--- src/rtl/id_ex_stage.sv ---
`default_nettype none
// +--------------------------------------------------------------------------+
// | id_ex_stage : ID/EX pipeline register with EX/MEM and MEM/WB operand       |
// |               forwarding, WB-to-ID capture bypass and load-use detection.  |
// | Optional    : define ID_EX_STAT_EN for stat_bubbles / stat_flushes.        |
// | Revision    : 1.0                                                          |
// +--------------------------------------------------------------------------+
module id_ex_stage #(
  parameter int DW = 32,
  parameter int RW = 5
) (
  input  logic          clk,
  input  logic          rst_n,
  input  logic          stall,
  input  logic          flush,
  input  logic          id_valid,
  input  logic [DW-1:0] id_rs_val,
  input  logic [DW-1:0] id_rt_val,
  input  logic [DW-1:0] id_imm,
  input  logic [RW-1:0] id_rs,
  input  logic [RW-1:0] id_rt,
  input  logic [RW-1:0] id_rd,
  input  logic [3:0]    id_aluop,
  input  logic          id_alusrc,
  input  logic          id_uses_rt,
  input  logic          id_regwrite,
  input  logic          id_memread,
  input  logic          id_memwrite,
  input  logic          exmem_regwrite,
  input  logic [RW-1:0] exmem_rd,
  input  logic [DW-1:0] exmem_result,
  input  logic          memwb_regwrite,
  input  logic [RW-1:0] memwb_rd,
  input  logic [DW-1:0] memwb_result,
  output logic          hazard_stall,
  output logic [DW-1:0] ex_a,
  output logic [DW-1:0] ex_b,
  output logic [DW-1:0] ex_store_data,
  output logic [3:0]    ex_aluop,
  output logic [RW-1:0] ex_rd,
  output logic          ex_valid,
  output logic          ex_regwrite,
  output logic          ex_memread,
  output logic          ex_memwrite
`ifdef ID_EX_STAT_EN
  ,
  output logic [31:0]   stat_bubbles,
  output logic [31:0]   stat_flushes
`endif
);

  localparam logic [RW-1:0] c_zero_reg = '0;

  logic          r_valid;
  logic          r_regwrite;
  logic          r_memread;
  logic          r_memwrite;
  logic          r_alusrc;
  logic [3:0]    r_aluop;
  logic [RW-1:0] r_rs;
  logic [RW-1:0] r_rt;
  logic [RW-1:0] r_rd;
  logic [DW-1:0] r_rs_val;
  logic [DW-1:0] r_rt_val;
  logic [DW-1:0] r_imm;

  logic          w_hazard;
  logic          w_bubble;
  logic          w_wb_hit_rs;
  logic          w_wb_hit_rt;
  logic [DW-1:0] w_rs_cap;
  logic [DW-1:0] w_rt_cap;
  logic [DW-1:0] w_fwd_rs;
  logic [DW-1:0] w_fwd_rt;

  // A load in EX whose destination is read by the instruction in ID.
  always_comb begin
    w_hazard = 1'b0;
    if (!flush && r_valid && r_memread && (r_rd != c_zero_reg) && id_valid) begin
      if ((r_rd == id_rs) || (id_uses_rt && (r_rd == id_rt)))
        w_hazard = 1'b1;
    end
  end

  assign hazard_stall = w_hazard;
  assign w_bubble     = w_hazard && !stall;

  // Register file is written at the same edge ID reads it, so take WB data directly.
  assign w_wb_hit_rs = memwb_regwrite && (memwb_rd != c_zero_reg) && (memwb_rd == id_rs);
  assign w_wb_hit_rt = memwb_regwrite && (memwb_rd != c_zero_reg) && (memwb_rd == id_rt);
  assign w_rs_cap    = w_wb_hit_rs ? memwb_result : id_rs_val;
  assign w_rt_cap    = w_wb_hit_rt ? memwb_result : id_rt_val;

  always_ff @(posedge clk) begin
    if (!rst_n) begin
      r_valid    <= 1'b0;
      r_regwrite <= 1'b0;
      r_memread  <= 1'b0;
      r_memwrite <= 1'b0;
      r_alusrc   <= 1'b0;
      r_aluop    <= '0;
      r_rs       <= '0;
      r_rt       <= '0;
      r_rd       <= '0;
      r_rs_val   <= '0;
      r_rt_val   <= '0;
      r_imm      <= '0;
    end else if (flush || w_bubble) begin
      r_valid    <= 1'b0;
      r_regwrite <= 1'b0;
      r_memread  <= 1'b0;
      r_memwrite <= 1'b0;
    end else if (!stall) begin
      r_valid    <= id_valid;
      r_regwrite <= id_regwrite & id_valid;
      r_memread  <= id_memread & id_valid;
      r_memwrite <= id_memwrite & id_valid;
      r_alusrc   <= id_alusrc;
      r_aluop    <= id_aluop;
      r_rs       <= id_rs;
      r_rt       <= id_rt;
      r_rd       <= id_rd;
      r_rs_val   <= w_rs_cap;
      r_rt_val   <= w_rt_cap;
      r_imm      <= id_imm;
    end
  end

  // EX/MEM is newer than MEM/WB, so it wins; register 0 is never forwarded.
  always_comb begin
    w_fwd_rs = r_rs_val;
    if (exmem_regwrite && (exmem_rd != c_zero_reg) && (exmem_rd == r_rs))
      w_fwd_rs = exmem_result;
    else if (memwb_regwrite && (memwb_rd != c_zero_reg) && (memwb_rd == r_rs))
      w_fwd_rs = memwb_result;
  end

  always_comb begin
    w_fwd_rt = r_rt_val;
    if (exmem_regwrite && (exmem_rd != c_zero_reg) && (exmem_rd == r_rt))
      w_fwd_rt = exmem_result;
    else if (memwb_regwrite && (memwb_rd != c_zero_reg) && (memwb_rd == r_rt))
      w_fwd_rt = memwb_result;
  end

  assign ex_a          = w_fwd_rs;
  assign ex_b          = r_alusrc ? r_imm : w_fwd_rt;
  assign ex_store_data = w_fwd_rt;
  assign ex_aluop      = r_aluop;
  assign ex_rd         = r_rd;
  assign ex_valid      = r_valid;
  assign ex_regwrite   = r_regwrite;
  assign ex_memread    = r_memread;
  assign ex_memwrite   = r_memwrite;

`ifdef ID_EX_STAT_EN
  logic [31:0] r_stat_bubbles;
  logic [31:0] r_stat_flushes;

  always_ff @(posedge clk) begin
    if (!rst_n) begin
      r_stat_bubbles <= '0;
      r_stat_flushes <= '0;
    end else begin
      if (flush)
        r_stat_flushes <= r_stat_flushes + 32'd1;
      if (!flush && w_bubble)
        r_stat_bubbles <= r_stat_bubbles + 32'd1;
    end
  end

  assign stat_bubbles = r_stat_bubbles;
  assign stat_flushes = r_stat_flushes;
`endif

endmodule
`default_nettype wire

--- config.mk ---
export PLATFORM = sky130hd
export DESIGN_NAME = id_ex_stage
export DESIGN_NICKNAME = d
export VERILOG_FILES = /design/src/rtl/id_ex_stage.sv
export SDC_FILE = /design/constraint.sdc
export NUM_CORES = 1
export LEC_CHECK = 0
export CELL_PAD_IN_SITES_DETAIL_PLACEMENT = 1
export CELL_PAD_IN_SITES_GLOBAL_PLACEMENT = 1
export CORE_UTILIZATION = 36
export CTS_BUF_LIST = sky130_fd_sc_hd__clkbuf_16
export DETAILED_ROUTE_END_ITERATION = 8
export PLACE_DENSITY_LB_ADDON = 0.1
export SLEW_MARGIN = 10
export SYNTH_ARGS = -nofsm -noshare
export SYNTH_HDL_FRONTEND = slang
export SYNTH_SLANG_ARGS = --single-unit
export TNS_END_PERCENT = 1
--- constraint.sdc ---
create_clock -name clk -period 8.7 [get_ports clk]
set_input_delay 2.175 -clock clk [delete_from_list [all_inputs] [get_ports clk]]
set_output_delay 2.175 -clock clk [all_outputs]
set_load 0.01 [all_outputs]
# --- Word level (Yosys, flattened, before mapping) ---
# Index checks and enable logic that the tools add are counted.
totals:
  reg_bits: 120
  out_inout_bits: 110
  word_cells: 58
op_classes:
  n_eq_ne: 8
  mux: 9
  bitwise_logic: 6
  reduce_logical: 23
op_table:
  columns: ["op", "count"]
  rows:
  - ["$mux W32", 7]
  - ["$eq A5 B5 Y1", 8]
  - ["$reduce_bool A5 Y1", 3]
  - ["$logic_and A1 B1 Y1", 14]
  - ["$and A1 B1 Y1", 3]
  - ["$not A1 Y1", 3]
  - ["$logic_not A1 Y1", 2]
  - ["$logic_or A1 B1 Y1", 2]
  - ["$mux W1", 2]
  - ["$reduce_and A2 Y1", 1]
  - ["$reduce_or A2 Y1", 1]

# --- Depth between registers and ports, before layout ---
# Gate-level depths: netlist (run 1).
depth:
  word_depth: 10
  ltp_mapped: 8
  depth_no_buf: 5

# --- Worst setup path after synthesis (run 1) ---
# No wires, ideal clock.
synth_path:
  path_type: "input port to output port"
  start: "input memwb_rd[4]"
  end: "output ex_b[11]"
  t_arrival_ns: 3.873
  slack_ns: 2.652
  path_stages: 7
  path_buffers: 2
  path_cell_list: "buf_2 or4_4 o2111ai_4 buf_6 o21ai_1 a31oi_1 mux2_2"
synth_via:
  elab_chain_cells: 6
  elab_cells_between_ends: 7
synth_rtl:
  columns: ["item", "line", "source"]
  rows:
  - ["start: declaration", "33", "input logic [RW-1:0] memwb_rd,"]
  - ["$reduce_bool A5 Y1", "142", "else if (memwb_regwrite && (memwb_rd != c_zero_reg) && (memwb_rd == r_rt))"]
  - ["$logic_and A1 B1 Y1", "142", null]
  - ["$logic_and A1 B1 Y1 *", "142", null]
  - ["$mux W32 *", "142", null]
  - ["$mux W32 *", "140", "if (exmem_regwrite && (exmem_rd != c_zero_reg) && (exmem_rd == r_rt))"]
  - ["net ex_store_data[11]", "38", "output logic [DW-1:0] ex_store_data,"]
  - ["$mux W32 *", "147", "assign ex_b = r_alusrc ? r_imm : w_fwd_rt;"]
  - ["end: declaration", "37", "output logic [DW-1:0] ex_b,"]
# Mark *: on every way through the listed nets, which the timed path passes. The rest lies on a longest branch.

# --- Final worst setup path (run 1) ---
layout_path:
  start: "input memwb_rd[1]"
  end: "output ex_b[20]"
layout_via:
  elab_chain_cells: 6
  elab_cells_between_ends: 7
layout_rtl:
  columns: ["item", "line"]
  rows:
  - ["$reduce_bool A5 Y1", "142"]
  - ["$logic_and A1 B1 Y1", "142"]
  - ["$logic_and A1 B1 Y1 *", "142"]
  - ["$mux W32 *", "142"]
  - ["$mux W32 *", "140"]
  - ["$mux W32 *", "147"]
# Mark *: on every way between the ends. The rest lies on a longest branch, timed or not.

==> metrics, run 1 <==
Final Cycle Share=around 87%; Sinks on Clock Net=120; Mean Syn Cell Area=around 8.2 µm²; number of gates resized after CTS=0; cell area after layout=around 12000 µm²; Die Span X=157.5 µm; HPWL after detailed placement=23390 µm; number of global-route vias before repair=~9600; Slew HR=a little over an eighth; DRC viols=0; crit path time final=7.592 ns; grt total ovfl=0; hold path depth=2; Syn Nets=1261; wire length per cell=22.19 µm; fin util=52.69%; flops & latches, synth=120; Hold Vio Cnt, Final=0; HP Start=r_imm[10]; total core area=approximately 24000 µm²; setup TNS=0 ns; Die H=157.5 µm; Crit. End Element=output port; root buffer cell=clkbuf_16; filler cell count=roughly 2800; via count=9311; clk_lat worst skew=0.44 ns; Max Slew Vio Count=0; hold endpoint=r_imm[10]; IR drop worst, VDD=108.7 µV; maxcap violations=0; register area share after synthesis=27.58%; H-tree depth=4; Netlist cell types=39; setup violators final=0; crit path max fanout=21; Yosys top cell area share=27.58%; WL final=35920 µm; DRC violation total after the first TritonRoute iteration=547; largest incremental delay on the critical path=0.65 ns; Initial Util=36.89%; share of cells above drive strength 1=8.964%; leak pwr=between 4 and 5 nW; Rows=56; CP dominant cell by count=clkdlybuf4s50_1; commonest non-fill, non-tap cells in the layout=clkdlybuf4s50_1, nand2_1, mux2i_1, dfxtp_1, o21ai_0; most common cell after layout, fill and taps aside=clkdlybuf4s50_1; global-route usage over all layers=28.95%; CTS tree=built; Power Density=149.3 nW/µm²; Synth Warn #=0; total power=1.857 mW; CTS buffer count=17; CP Launch Point=memwb_rd[1]; largest net degree at the start of global routing=around 130; DIE AREA=24820 µm²; status=finished clean; Placed Area=11800 µm²; register-to-register setup slack=5.87 ns; post-DR vias/cell=about 5.8; Critical Path RT=6.53 ns; crit-path cells=clkdlybuf4s50_1, or4_4, o2111ai_4, buf_4, o21ai_1, a31oi_1, mux2_2, clkdlybuf4s50_1; Arr. time, crit path=5.42 ns; nets=1482; Register-to-Register Path Depth=6; RSZ-0062 raised after global routing=no; slowest cell on the critical path=or4_4; Clock transition at path regs=0.06 ns; DR pass1 iterations=5; Synth area leaders=dfxtp_1, mux2i_1, nand2_1; Mapped Area=8710 µm²; Critical Path Source Type=input pin; initial antenna violation count=7; Peak Freq=0.1317 GHz; Setup Skew=0.01287 ns; cell count after synthesis=1060; port buffer count=310; number of nets with antenna violations after routing=0; Max clock buf depth=2; post-synth top area cell=dfxtp_1; I/O pin cnt=~310; WS Path Type=in -> out; global-route wire length before repair=54560 µm; worst reg2reg path startpoint=ex_rd[1]; Hold WC Path Type=reg -> reg; Tightest Pin Transition=about 1.3 ns; Area growth, synth to finish=42.84%; gp weighted congestion=about 0.81; Hold Buf Count CTS=0; worst r2r dst=r_imm[29]; Post-CTS Setup Bufs=0
[logic make-up after synthesis]
family	Yosys count	synth area share, %
xor+xnor	40	4.022
simple gates	360	21.52
compound gates	240	19.15
buf+inv	120	6.579
mux	180	21.15
flops	120	27.58
[critical path: cells and delay by family]
kind                   cells  cell delay, ns
AO/OA/AOI/OAI              3            0.87
multiplexers               1            0.22
AND/OR/NAND/NOR            1            0.65
buffers and inverters      3            1.48
[layer usage]
metal / vias to the layer above / global-route usage (%) / part of all wire (%)
met4: 2 / 12.48 / 2.8
met2: 348 / 48.67 / 48
met3: 68 / 6.195 / 6.6
met5: - / 0 / 0.028
met1: 4557 / 35.45 / 42
li1: 4336 / - / -
[cells in the mapped netlist, drive strengths merged]
library cell  instances
or4                   3
nor2                  3
nand2               207
a21oi                 4
o21a                  1
buf                  42
and4                 64
o2111a                1
nand3                38
and2                  2
mux2                 32
o21ai               133
nand2b                1
mux2i               148
o31a                 64
and4b                 1
a32oi                 1
xnor2                27
xor2                 13
nor4                 35
o211ai                3
and3                  3
a31oi                32
or3                   1
dfxtp               120
clkbuf               78
nor2b                 1
o2111ai               1
nor3                  1
[cell type report]
cell class              instances  area [µm²]  share of cell area (%)
flip-flops and latches        120        2404                   19.32
well taps                     319       399.1                   3.208
clock inverters                15       201.4                   1.619
clock buffers                  17       425.4                   3.419
diodes                          6       15.01                  0.1207
multi-input cells             820        5789                   46.54
repair buffers                322        3207                   25.78
[stage by stage]
| step | hold WS [ns] | cells | worst slack [ns] |
|---|---|---|---|
| final | 0.4588 | 1619 | 1.108 |
| after global routing | 0.4749 | 1618 | 0.9755 |
| after CTS | 0.4634 | 1613 | 1.150 |
| after detailed placement | 0.4542 | 1581 | 1.160 |
| after global placement | 0.4428 | 1581 | 1.188 |
| after floorplan | 0.4345 | 1060 | 2.652 |
[how the worst max path moves through the flow]
stage | end | slack, ns | cells past startpoint
finish | ex_b[20] | 1.11 | 8
detailed placement | ex_b[20] | 1.16 | 8
floorplan | ex_b[11] | 2.65 | 7
global route | ex_b[20] | 0.98 | 8
CTS | ex_b[20] | 1.15 | 8
global placement | ex_b[20] | 1.19 | 8
[power by group]
part | total, mW | internal (mW) | switching, mW
Clock | 0.785 | 0.480 | 0.304
Combinational | 0.472 | 0.229 | 0.243
Sequential | 0.600 | 0.578 | 0.0220
[flip-flops by register name, summed over array words and instances (netlist names), 4 cells and up]
name      count
r_rs_val     32
ex_rd         5
r_rt_val     32
ex_aluop      4
r_rs          5
r_rt          5
r_imm        32
Power figures use the tool's default switching activity.
==> inputs of run 2 (changes only) <==
- PLACE_DENSITY: default -> 0.91
- PLACE_DENSITY_LB_ADDON: 0.1 -> default
==> run 2 against run 1 <==
  * Global-route usage is 1.6 points higher
  * Sequential power is essentially flat
  * Fmax down 1.4%
  * Wire length grew 5.0%
  * Power is 3.9% lower
  * Count of clock-buffer cells in the layout did not move
  * Critical path depth unchanged
  * Critical endpoint is now ex_b[7]
  * Largest power group unchanged
  * Highest routed layer is now met4
==> metrics, run 2 (synthesized netlist as in run 1, its figures left out) <==
global-route wire length before repair=57840 µm; DIE AREA=24820 µm²; Arr. time, crit path=5.53 ns; HPWL after detailed placement=around 25000 µm; Peak Freq=~0.13 GHz; H-tree depth=4; clk_lat worst skew=0.42 ns; DRC viols=0; DP Worst Slack=around 1.0 ns; maxcap violations=0; Area growth, synth to finish=42.12%; leak pwr=4.647 nW; slowest cell on the critical path=or4_4; Die H=~160 µm; largest incremental delay on the critical path=around 0.66 ns; Critical Path Source Type=input pin; Sinks on Clock Net=120; CP bufs+invs=3; global-route usage over all layers=30.51%; WL final=~38000 µm; Clock transition at path regs=0.06 ns; grt total ovfl=0; Power Density=between 100 and 150 nW/µm²; RSZ-0062 raised after global routing=no; commonest non-fill, non-tap cells in the layout=clkdlybuf4s50_1, nand2_1, mux2i_1, dfxtp_1, o21ai_0; Max clock buf depth=2; IR drop worst, VDD=80.06 µV; share of cells above drive strength 1=a little under a tenth; number of global-route vias before repair=10334; Final Cycle Share=88.52%; Post-CTS Setup Bufs=0; fin util=52.42%; wire length per cell=approximately 23 µm; filler cell count=between 2000 and 3000; Slew HR=13.50%; largest net degree at the start of global routing=approximately 140; Max Slew Vio Count=0; WL met1=15580 µm; number of nets with antenna violations after routing=0; most common cell after layout, fill and taps aside=clkdlybuf4s50_1; Hold Vio Cnt, Final=0; total power=1.785 mW; root buffer cell=clkbuf_16; Hold Buf Count CTS=0; Top Registers=r_imm (32), r_rs_val (32), r_rt_val (32); DRC violation total after the first TritonRoute iteration=558; nets=1485; Worst path top cell family by delay=buffers and inverters; Setup Skew=0.01719 ns; gp weighted congestion=0.8697; Tightest Pin Transition=approximately 1.3 ns; setup TNS=0 ns; final setup margin=0.9989 ns; total placed cells including tap cells=1584; Critical Path RT=6.53 ns; CTS tree=built; Rows=56; Crit. End Element=output port; setup violators final=0; initial antenna violation count=2; met2 wire length=around 18000 µm; Die Span X=roughly 160 µm; DR pass1 iterations=5; I/O pin cnt=311; post-DR vias/cell=5.917; cell area after layout=approximately 12000 µm²; Top Metal Used=met4; port buffer count=310; Hold WC Path Type=reg -> reg; final hold slack=0.4596 ns; DR WL met3=2528 µm; status=finished clean; WS Path Type=in -> out; crit path max fanout=21; fin cells=1618; via count=9573; number of gates resized after CTS=0; Placed Area=about 12000 µm²; crit path time final=approximately 7.7 ns; Initial Util=36.89%; CTS buffer count=17; CP dominant cell by count=clkdlybuf4s50_1; total core area=23610 µm²; crit-path cells=clkdlybuf4s50_1, or4_4, o2111ai_4, buf_4, o21ai_1, a31oi_2, mux2_2, clkdlybuf4s50_1
[run 2: where the power goes]
part	switching, mW	total [mW]	internal [mW]
clock network	0.306	0.705	0.399
registers	0.0227	0.601	0.578
logic	0.250	0.479	0.229
total	0.578	1.78	1.21
[run 2: worst register-to-register path: cells and delay by family, from the launching register on]
family	cells	cell delay (ns)
and+or+nand+nor	1	0.30
DFF	1	0.36
buffers and inverters	1	0.81
AOI/OAI and AO/OA	2	0.53
muxes	1	0.44
xor gates and xnor gates	1	0.18
[run 2: path summary, 6_finish.rpt]
check | startpoint | cells past startpoint | end | slack, ns
setup / recovery | memwb_rd[1] | 8 | ex_b[7] | 1.0
hold / removal | r_imm[25] | 2 | r_imm[25] | 0.46
setup reg to reg | ex_rd[2] | 6 | r_rt_val[17] | 5.98
hold reg to reg | r_imm[25] | 2 | r_imm[25] | 0.46
[run 2: area by class of cell]
cell class	instances	area (µm²)	area share, %
diodes	2	5.005	0.04043
clock buffers	17	425.4	3.437
multi-input cells	820	5787	46.75
clock inverters	15	141.4	1.142
flip-flops and latches	120	2404	19.42
well taps	319	399.1	3.225
repair buffers	325	3217	25.99
[run 2: routing by layer]
layer	up-vias	GRT usage (%)
li1	4349	-
met1	4711	35.72
met2	425	52.93
met3	88	7.214
met4	0	12.90
met5	-	0
==> inputs of run 3 (changes only) <==
- MAX_ROUTING_LAYER: default -> met4
==> run 3 against run 2 <==
  * Fmax barely moved
  * Combinational power is essentially flat
  * Global-route usage increased by 0.84 points
  * Wire length barely moved
  * Sequential share of layout area hardly changed
  * Flip-flop and latch count unchanged
  * Register-to-register slack about the same
  * Largest cell class unchanged
  * Power grew 0.27%
  * Clock skew is 0.0017 ns higher
==> metrics, run 3 (synthesized netlist as in run 1, its figures left out) <==
fin cells=1619; register-to-register setup slack=5.99 ns; port buffer count=310; CTS tree=built; DRC violation total after the first TritonRoute iteration=507; slowest cell on the critical path=or4_4; multi-input logic area=5787 µm²; WS Path Type=in -> out; Critical Path Source Type=input pin; CTS buffer count=17; DRC viols=0; Post-CTS Setup Bufs=0; largest incremental delay on the critical path=around 0.66 ns; Die Span X=157.5 µm; CP Launch Point=memwb_rd[1]; Clock transition at path regs=0.06 ns; status=finished clean; number of nets with antenna violations after routing=0; setup violators final=0; I/O pin cnt=311; Tightest Pin Transition=1.297 ns; most common cell after layout, fill and taps aside=clkdlybuf4s50_1; Max clock buf depth=2; Rows=56; filler cell count=2749; worst r2r dst=r_rt_val[17]; maxcap violations=0; initial antenna violation count=2; HPWL after detailed placement=25150 µm; Setup Skew=approximately 0.019 ns; via count=9587; crit path capture=ex_b[7]; Initial Util=a little under two fifths; clk_lat worst skew=between 0.4 and 0.5 ns; Power Density=144.5 nW/µm²; number of gates resized after CTS=0; root buffer cell=clkbuf_16; IR drop worst, VDD=81.22 µV; Max Slew Vio Count=0; setup TNS=0 ns; Area growth, synth to finish=42.15%; share of cells above drive strength 1=9.098%; largest net degree at the start of global routing=roughly 140; Switch Pwr=a little under 600 µW; wire length per cell=23.30 µm; Sequential Power Share=between 30% and 40%; CP Depth=8; global-route usage over all layers=31.35%; RSZ-0062 raised after global routing=no; Hold WC Path Type=reg -> reg; FF+latch area=about 2400 µm²; number of global-route vias before repair=just over 10000; leak pwr=approximately 4.6 nW; Sinks on Clock Net=120; Register-to-Register Path Depth=6; global-route wire length before repair=57680 µm; Critical Path RT=6.53 ns; grt total ovfl=0; H-tree depth=4; Logic pwr share=26.8%; Top Registers=r_imm (32), r_rs_val (32), r_rt_val (32); sw frac=32.59%; Clk network pwr share=between 30% and 40%; post-DR vias/cell=5.922; nets=1485; crit path time final=roughly 7.7 ns; Worst path top cell family by delay=buffers and inverters; worst reg2reg path startpoint=ex_rd[2]; Crit. End Element=output port; Die H=157.5 µm; internal power=1.206 mW; CP bufs+invs=3; DIE AREA=24820 µm²; DR pass1 iterations=5; total core area=roughly 24000 µm²; Hold Buf Count CTS=0; commonest non-fill, non-tap cells in the layout=clkdlybuf4s50_1, nand2_1, mux2i_1, dfxtp_1, o21ai_0; Final Cycle Share=88.59%; gp weighted congestion=between 0.8 and 0.9; Slew HR=13.56%; total placed cells including tap cells=~1600; Hold Vio Cnt, Final=0; Arr. time, crit path=5.53 ns; Peak Freq=about 0.13 GHz; crit path max fanout=21; crit-path cells=clkdlybuf4s50_1, or4_4, o2111ai_4, buf_4, o21ai_1, a31oi_2, mux2_2, clkdlybuf4s50_1; CP dominant cell by count=clkdlybuf4s50_1; WL final=37720 µm
-- run 3: cell count changes in the layout (fill, tap and decap cells not counted) --
| cell | before | now |
|---|---|---|
| diode_2 | 2 | 3 |
-- run 3: tightest hold or removal path: cells and delay by family, from the launching register on --
kind,cells,cell delay [ns]
AND/OR/NAND/NOR,1,0.05
multiplexers,1,0.05
flip-flops,1,0.31
-- run 3: worst min-delay path by stage --
stage                  from           end  cells past startpoint
2_1_floorplan      r_imm[0]      r_imm[0]                      2
3_3_place_gp       r_imm[9]      r_imm[9]                      2
3_5_place_dp   r_rs_val[27]  r_rs_val[27]                      2
4_1_cts        r_rs_val[27]  r_rs_val[27]                      2
5_1_grt        r_rt_val[29]  r_rt_val[29]                      2
6_report          r_imm[25]     r_imm[25]                      2
-- run 3: cell type report --
class | instances | share of cell area, %
Multi-Input combinational cell | 820 | 46.74
Timing Repair Buffer | 325 | 25.98
Sequential cell | 120 | 19.41
Clock buffer | 17 | 3.436
Tap cell | 319 | 3.224
Clock inverter | 15 | 1.142
Antenna cell | 3 | 0.06064
-- run 3: metrics by stage --
stage | hold WS [ns] | setup WS [ns] | instance area [µm²] | power (mW) | utilization (%)
after floorplan | 0.4345 | 2.652 | 8710 | 0.8344 | -
after global placement | 0.4419 | 1.165 | 11810 | 1.069 | 49.99
final | 0.4597 | 0.9927 | 12380 | 1.789 | 52.43
after detailed placement | 0.4540 | 1.005 | 11810 | 1.083 | 49.99
after global routing | 0.4787 | 0.8581 | 12380 | 1.847 | 52.42
after CTS | 0.4643 | 0.9967 | 12370 | 1.787 | 52.40
-- run 3: layer usage --
| metal | up-vias | wire (µm) | GRT usage [%] | share of wire (%) |
|---|---|---|---|---|
| met2 | 410 | 18580 | 53.16 | 49 |
| met1 | 4751 | 15720 | 36.19 | 42 |
| met5 | - | 0 | - | 0 |
| li1 | 4344 | - | - | - |
| met3 | 82 | 2372 | 6.222 | 6.3 |
| met4 | 0 | 1044 | 12.39 | 2.8 |
-- run 3: power by group through the flow --
stage / combinational, mW / clock (mW) / sequential (mW)
floorplan: 0.231 / 0 / 0.604
global placement: 0.458 / 0 / 0.611
detailed placement: 0.471 / 0 / 0.613
CTS: 0.475 / 0.711 / 0.601
global route: 0.508 / 0.735 / 0.604
finish: 0.480 / 0.709 / 0.601
==> patch 1: new RTL, settings of run 3 <==
Change the localparam `c_zero_reg` from '0 to 1.
--- a/src/rtl/id_ex_stage.sv
+++ b/src/rtl/id_ex_stage.sv
@@ -49,7 +49,7 @@
 `endif
 );
 
-  localparam logic [RW-1:0] c_zero_reg = '0;
+  localparam logic [RW-1:0] c_zero_reg = 1;
 
   logic          r_valid;
   logic          r_regwrite;
Formal check against the unedited RTL: not equivalent (a bounded check fails within 4 cycles, from zero or initial values and one cycle with rst_n low).
==> patch 1 against run 3 <==
  * Cell area is 1.0% higher
  * Via count is 2.3% lower
  * Area after synthesis is 0.95% higher
  * Total power is 0.49% higher
  * Sequential cell count stayed put
  * Critical path depth is 1 lower
  * Worst setup slack better by 0.028 ns
  * Count of clock-buffer cells in the layout stayed put
  * Cell count is 1.8% higher
  * Routed wire length is 7.4% lower
  * Fmax is 0.37% higher
  * Combinational power is 1% lower
  * Synthesized cell count is 2.0% higher
  * Register-to-register slack worse by 0.55 ns
  * Critical endpoint is now ex_b[31]
==> patch 1: results (changes against run 3) <==
Multi-input gate area 5751 um^2 (-0.63%); WL final 34,920 um (-7.4%); status finished, final reports clean; Net Count, Synth 1,282 (+1.7%); Final Hold Slack 0.4577 ns (-0.001961 ns); fillers 2,796 (+1.7%); HP Start r_imm[26]; Reg2Reg Setup Slack 5.44 ns (-0.55 ns); GRT Total Usage 28.43% (-2.9 points); vias in the first global route 9,782 (-5.5%); placed cell areas 11,920 um^2 (+0.95%); CP peak stage delay 1.05 ns (+0.39 ns); Worst Clk Skew 0.01346 ns (-0.005401 ns); P_leak 0.004624 uW (-0.50%); final instance count without filler cells 1,648 (+1.8%); pin count of the biggest net entering global routing 152 (+7.8%); sequential element share of the synthesized area 27.32% (-0.26 points); WHS Endpoint r_imm[26]; initial antenna violation count 3 (+1); Crit path max-delay family compound AO/OA/AOI/OAI gates; top post-synthesis cells by count 206 x nand2_1, 148 x mux2i_1, 120 x dfxtp_1; Place WS 1.098 ns (+0.09251 ns); Worst setup startpoint memwb_rd[0]; Netlist cell types 41 (+5.1%); FF-to-FF Start ex_rd[3]; Synth area leaders dfxtp_1 27%, mux2i_1 17%, nand2_1 8.8%; cell count after synthesis 1,081 (+2.0%); Final GP Congestion 0.8017 (-9.3%); Initial DRC Count 458 (-9.7%); critical path peak fanout 32 (+52%); Slowest cell on crit path o2111a_2; Critical Path AT 5.50 ns (-0.03 ns); Final WS setup 1.021 ns (+0.02846 ns)
## patch 1: changes by cell type in the layout (fill, tap and decap cells not counted), moves of 29 or more
cell / change
nand3_2: +29
o21a_1: +32
inv_1: +33
nor3_1: +32
and4_1: -64
o31a_1: -32
nor4_1: +32
nand3_1: -30
## patch 1: worst register-to-register path: stages (launching register included)
cell,delay (ns)
dfxtp_1,0.36
xor2_1,0.19
nor4_1,0.36
a32oi_1,0.33
o21ai_4,0.89
buf_12,0.63
mux2i_1,0.41
## patch 1: layout make-up
type	instances	share of cell area, %
inverter	32	0.9606
antenna	3	0.06004
sequential	120	19.22
multi-input combinational	815	45.99
clock inverter	15	1.231
tap	319	3.192
timing repair buffer	327	25.95
clock buffer	17	3.402
## patch 1: logic make-up (layout without fill, tap and decap cells)
group / after synthesis / in the layout / share of synthesized area [%]
multiplexers: 180 / 180 / 20.95
buffers and inverters: 146 / 391 / 7.841
AO/OA/AOI/OAI: 240 / 240 / 19.38
other: 0 / 3 / 0
XOR/XNOR: 40 / 40 / 3.985
flip-flops: 120 / 120 / 27.32
AND/OR/NAND/NOR: 355 / 355 / 20.52
## patch 1: where the power goes
| part | internal, uW | leakage (uW) | switching, uW | total, uW |
|---|---|---|---|---|
| combinational | 231 | 0.00337 | 242 | 474 |
| clock | 422 | 0.000271 | 302 | 724 |
| sequential | 578 | 0.000982 | 22.0 | 600 |
## patch 1: per-layer routing
metal	vias to the layer above	share of wire, %	track usage (%)
met5	-	0	-
met4	0	3.2	12.04
met3	84	6.9	6.451
met2	355	50	49.44
met1	4597	40	31.12
li1	4329	-	-
==> patch 2: new RTL, flow settings as in run 3 <==
Made on the original files. The option `ID_EX_STAT_EN` is turned on by a define.
--- a/src/rtl/id_ex_stage.sv
+++ b/src/rtl/id_ex_stage.sv
@@ -5,6 +5,8 @@
 // | Optional    : define ID_EX_STAT_EN for stat_bubbles / stat_flushes.        |
 // | Revision    : 1.0                                                          |
 // +--------------------------------------------------------------------------+
+`define ID_EX_STAT_EN
+
 module id_ex_stage #(
   parameter int DW = 32,
   parameter int RW = 5
Behaviour (old outputs only; new: stat_bubbles and stat_flushes): unchanged (equiv_simple and equiv_induct, registers matched by name and starting in step).
==> patch 2 against run 3 <==
  * Worst setup slack lost 0.071 ns
  * Routed wire length increased by 7.1%
  * Combinational power shrank 15%
  * Sequential cell count increased by 64
  * Cell area increased by 17%
  * Core utilization is 1.1 points higher
  * First-iteration DRC count rose by 5.3%
  * Via count rose by 8.7%
  * Global-route usage down 2.3 points
  * Total power grew 20%
  * Area after synthesis grew 14%
  * Critical endpoint is now ex_b[29]
  * Largest cell class unchanged
  * Highest routed layer unchanged
==> patch 2: results (changes against run 3) <==
status finished, final reports clean; P_leak 0.004854 uW (+4.5%); Wirelength per Cell 21.38 um (-8.2%); met3 WL 2415 um (+1.8%); final core occ 53.53% (+1.1 points); Initial DRC Count 534 (+5.3%); placed cell areas 13,820 um^2 (+17%); HP Start ex_aluop[0]; global-route wire length before repair 61,930 um (+7.4%); DR WL met2 19,880 um (+7.0%); Final GP Congestion 0.8746 (-1.1%); post-DP HPWL 29,700 um (+18%); pin count of the biggest net entering global routing 77 (-45%); R2R depth 7 (+1); Net Count, Synth 1,419 (+13%); Synth area leaders dfxtp_1 37%, mux2i_1 12%, nand2_1 6.6%; DIE AREA 28,340 um^2 (+14%); WL final 40,380 um (+7.1%); nets 1,730 (+16%); Worst Tran Pin Value 1.122 ns (-0.1746 ns); IO Port Bufs 374 (+21%); share of layout cells above drive strength 1 5.779% (-3.3 points); via count 10,430 (+8.7%); Worst Clk Skew 0.02093 ns (+0.002065 ns); WHS Endpoint ex_aluop[0]
-- patch 2: cell types whose count changed after synthesis, sizes merged, moves of 32 or more --
cell | run 3 | this run
a211oi | 0 | 65
and4 | 64 | 5
o21ai | 133 | 82
nand2 | 207 | 175
clkbuf | 78 | 44
dfxtp | 120 | 184
mux2i | 148 | 115
nor2 | 3 | 148
o31a | 64 | 1
-- patch 2: worst max path at each step --
| stage | end | slack [ns] | cells after the start |
|---|---|---|---|
| floorplan | ex_b[10] | 2.55 | 9 |
| global placement | ex_b[29] | 0.97 | 8 |
| detailed placement | ex_b[29] | 0.91 | 8 |
| CTS | ex_b[29] | 0.88 | 8 |
| global route | ex_b[29] | 0.67 | 8 |
| finish | ex_b[29] | 0.92 | 8 |
-- patch 2: cell families (layout without fill, tap and decap cells) --
| logic type | after synthesis | in the layout | share of synthesized area [%] |
|---|---|---|---|
| and+or+nand+nor | 489 | 489 | 22.20 |
| AOI/OAI and AO/OA | 214 | 214 | 13.61 |
| DFF | 184 | 184 | 36.98 |
| muxes | 147 | 147 | 15.18 |
| buffers and inverters | 103 | 427 | 5.013 |
| xor gates and xnor gates | 77 | 77 | 6.771 |
| adders and majority gates | 2 | 2 | 0.2512 |
| other | 0 | 8 | 0 |
-- patch 2: report_power, final --
part | leakage [uW] | internal (uW) | switching, uW
logic | 0.00305 | 220 | 188
registers | 0.00150 | 875 | 25.9
clock network | 0.000303 | 421 | 414
total | 0.00485 | 1520 | 628
-- patch 2: stage by stage --
step           setup WS, ns  total power [uW]
2_1_floorplan         2.551              1085
3_3_place_gp         0.9701              1314
3_5_place_dp         0.9062              1327
4_1_cts              0.8832              2164
5_1_grt              0.6706              2234
6_report             0.9219              2144
-- patch 2: final cells by class --
class	instances	share of cell area, %
Antenna cell	8	0.1384
Clock buffer	17	2.940
Clock inverter	15	1.375
Inverter	8	0.2249
Multi-Input combinational cell	929	40.20
Sequential cell	184	25.47
Tap cell	341	2.949
Timing Repair Buffer	387	26.71
-- patch 2: layer usage --
metal / vias up / GRT usage [%]
li1: 4912 / -
met1: 5113 / 34.12
met2: 335 / 48.73
met3: 65 / 6.417
met4: 0 / 10.20
met5: - / -
-- patch 2: critical path, cell delays in order --
cell and delay, ns:
clkdlybuf4s50_1 0.54, or4_1 0.59, o21a_1 0.21, nand3_2 0.61
nand2_1 0.12, a31oi_1 0.54, mux2_2 0.27, clkdlybuf4s50_1 0.53
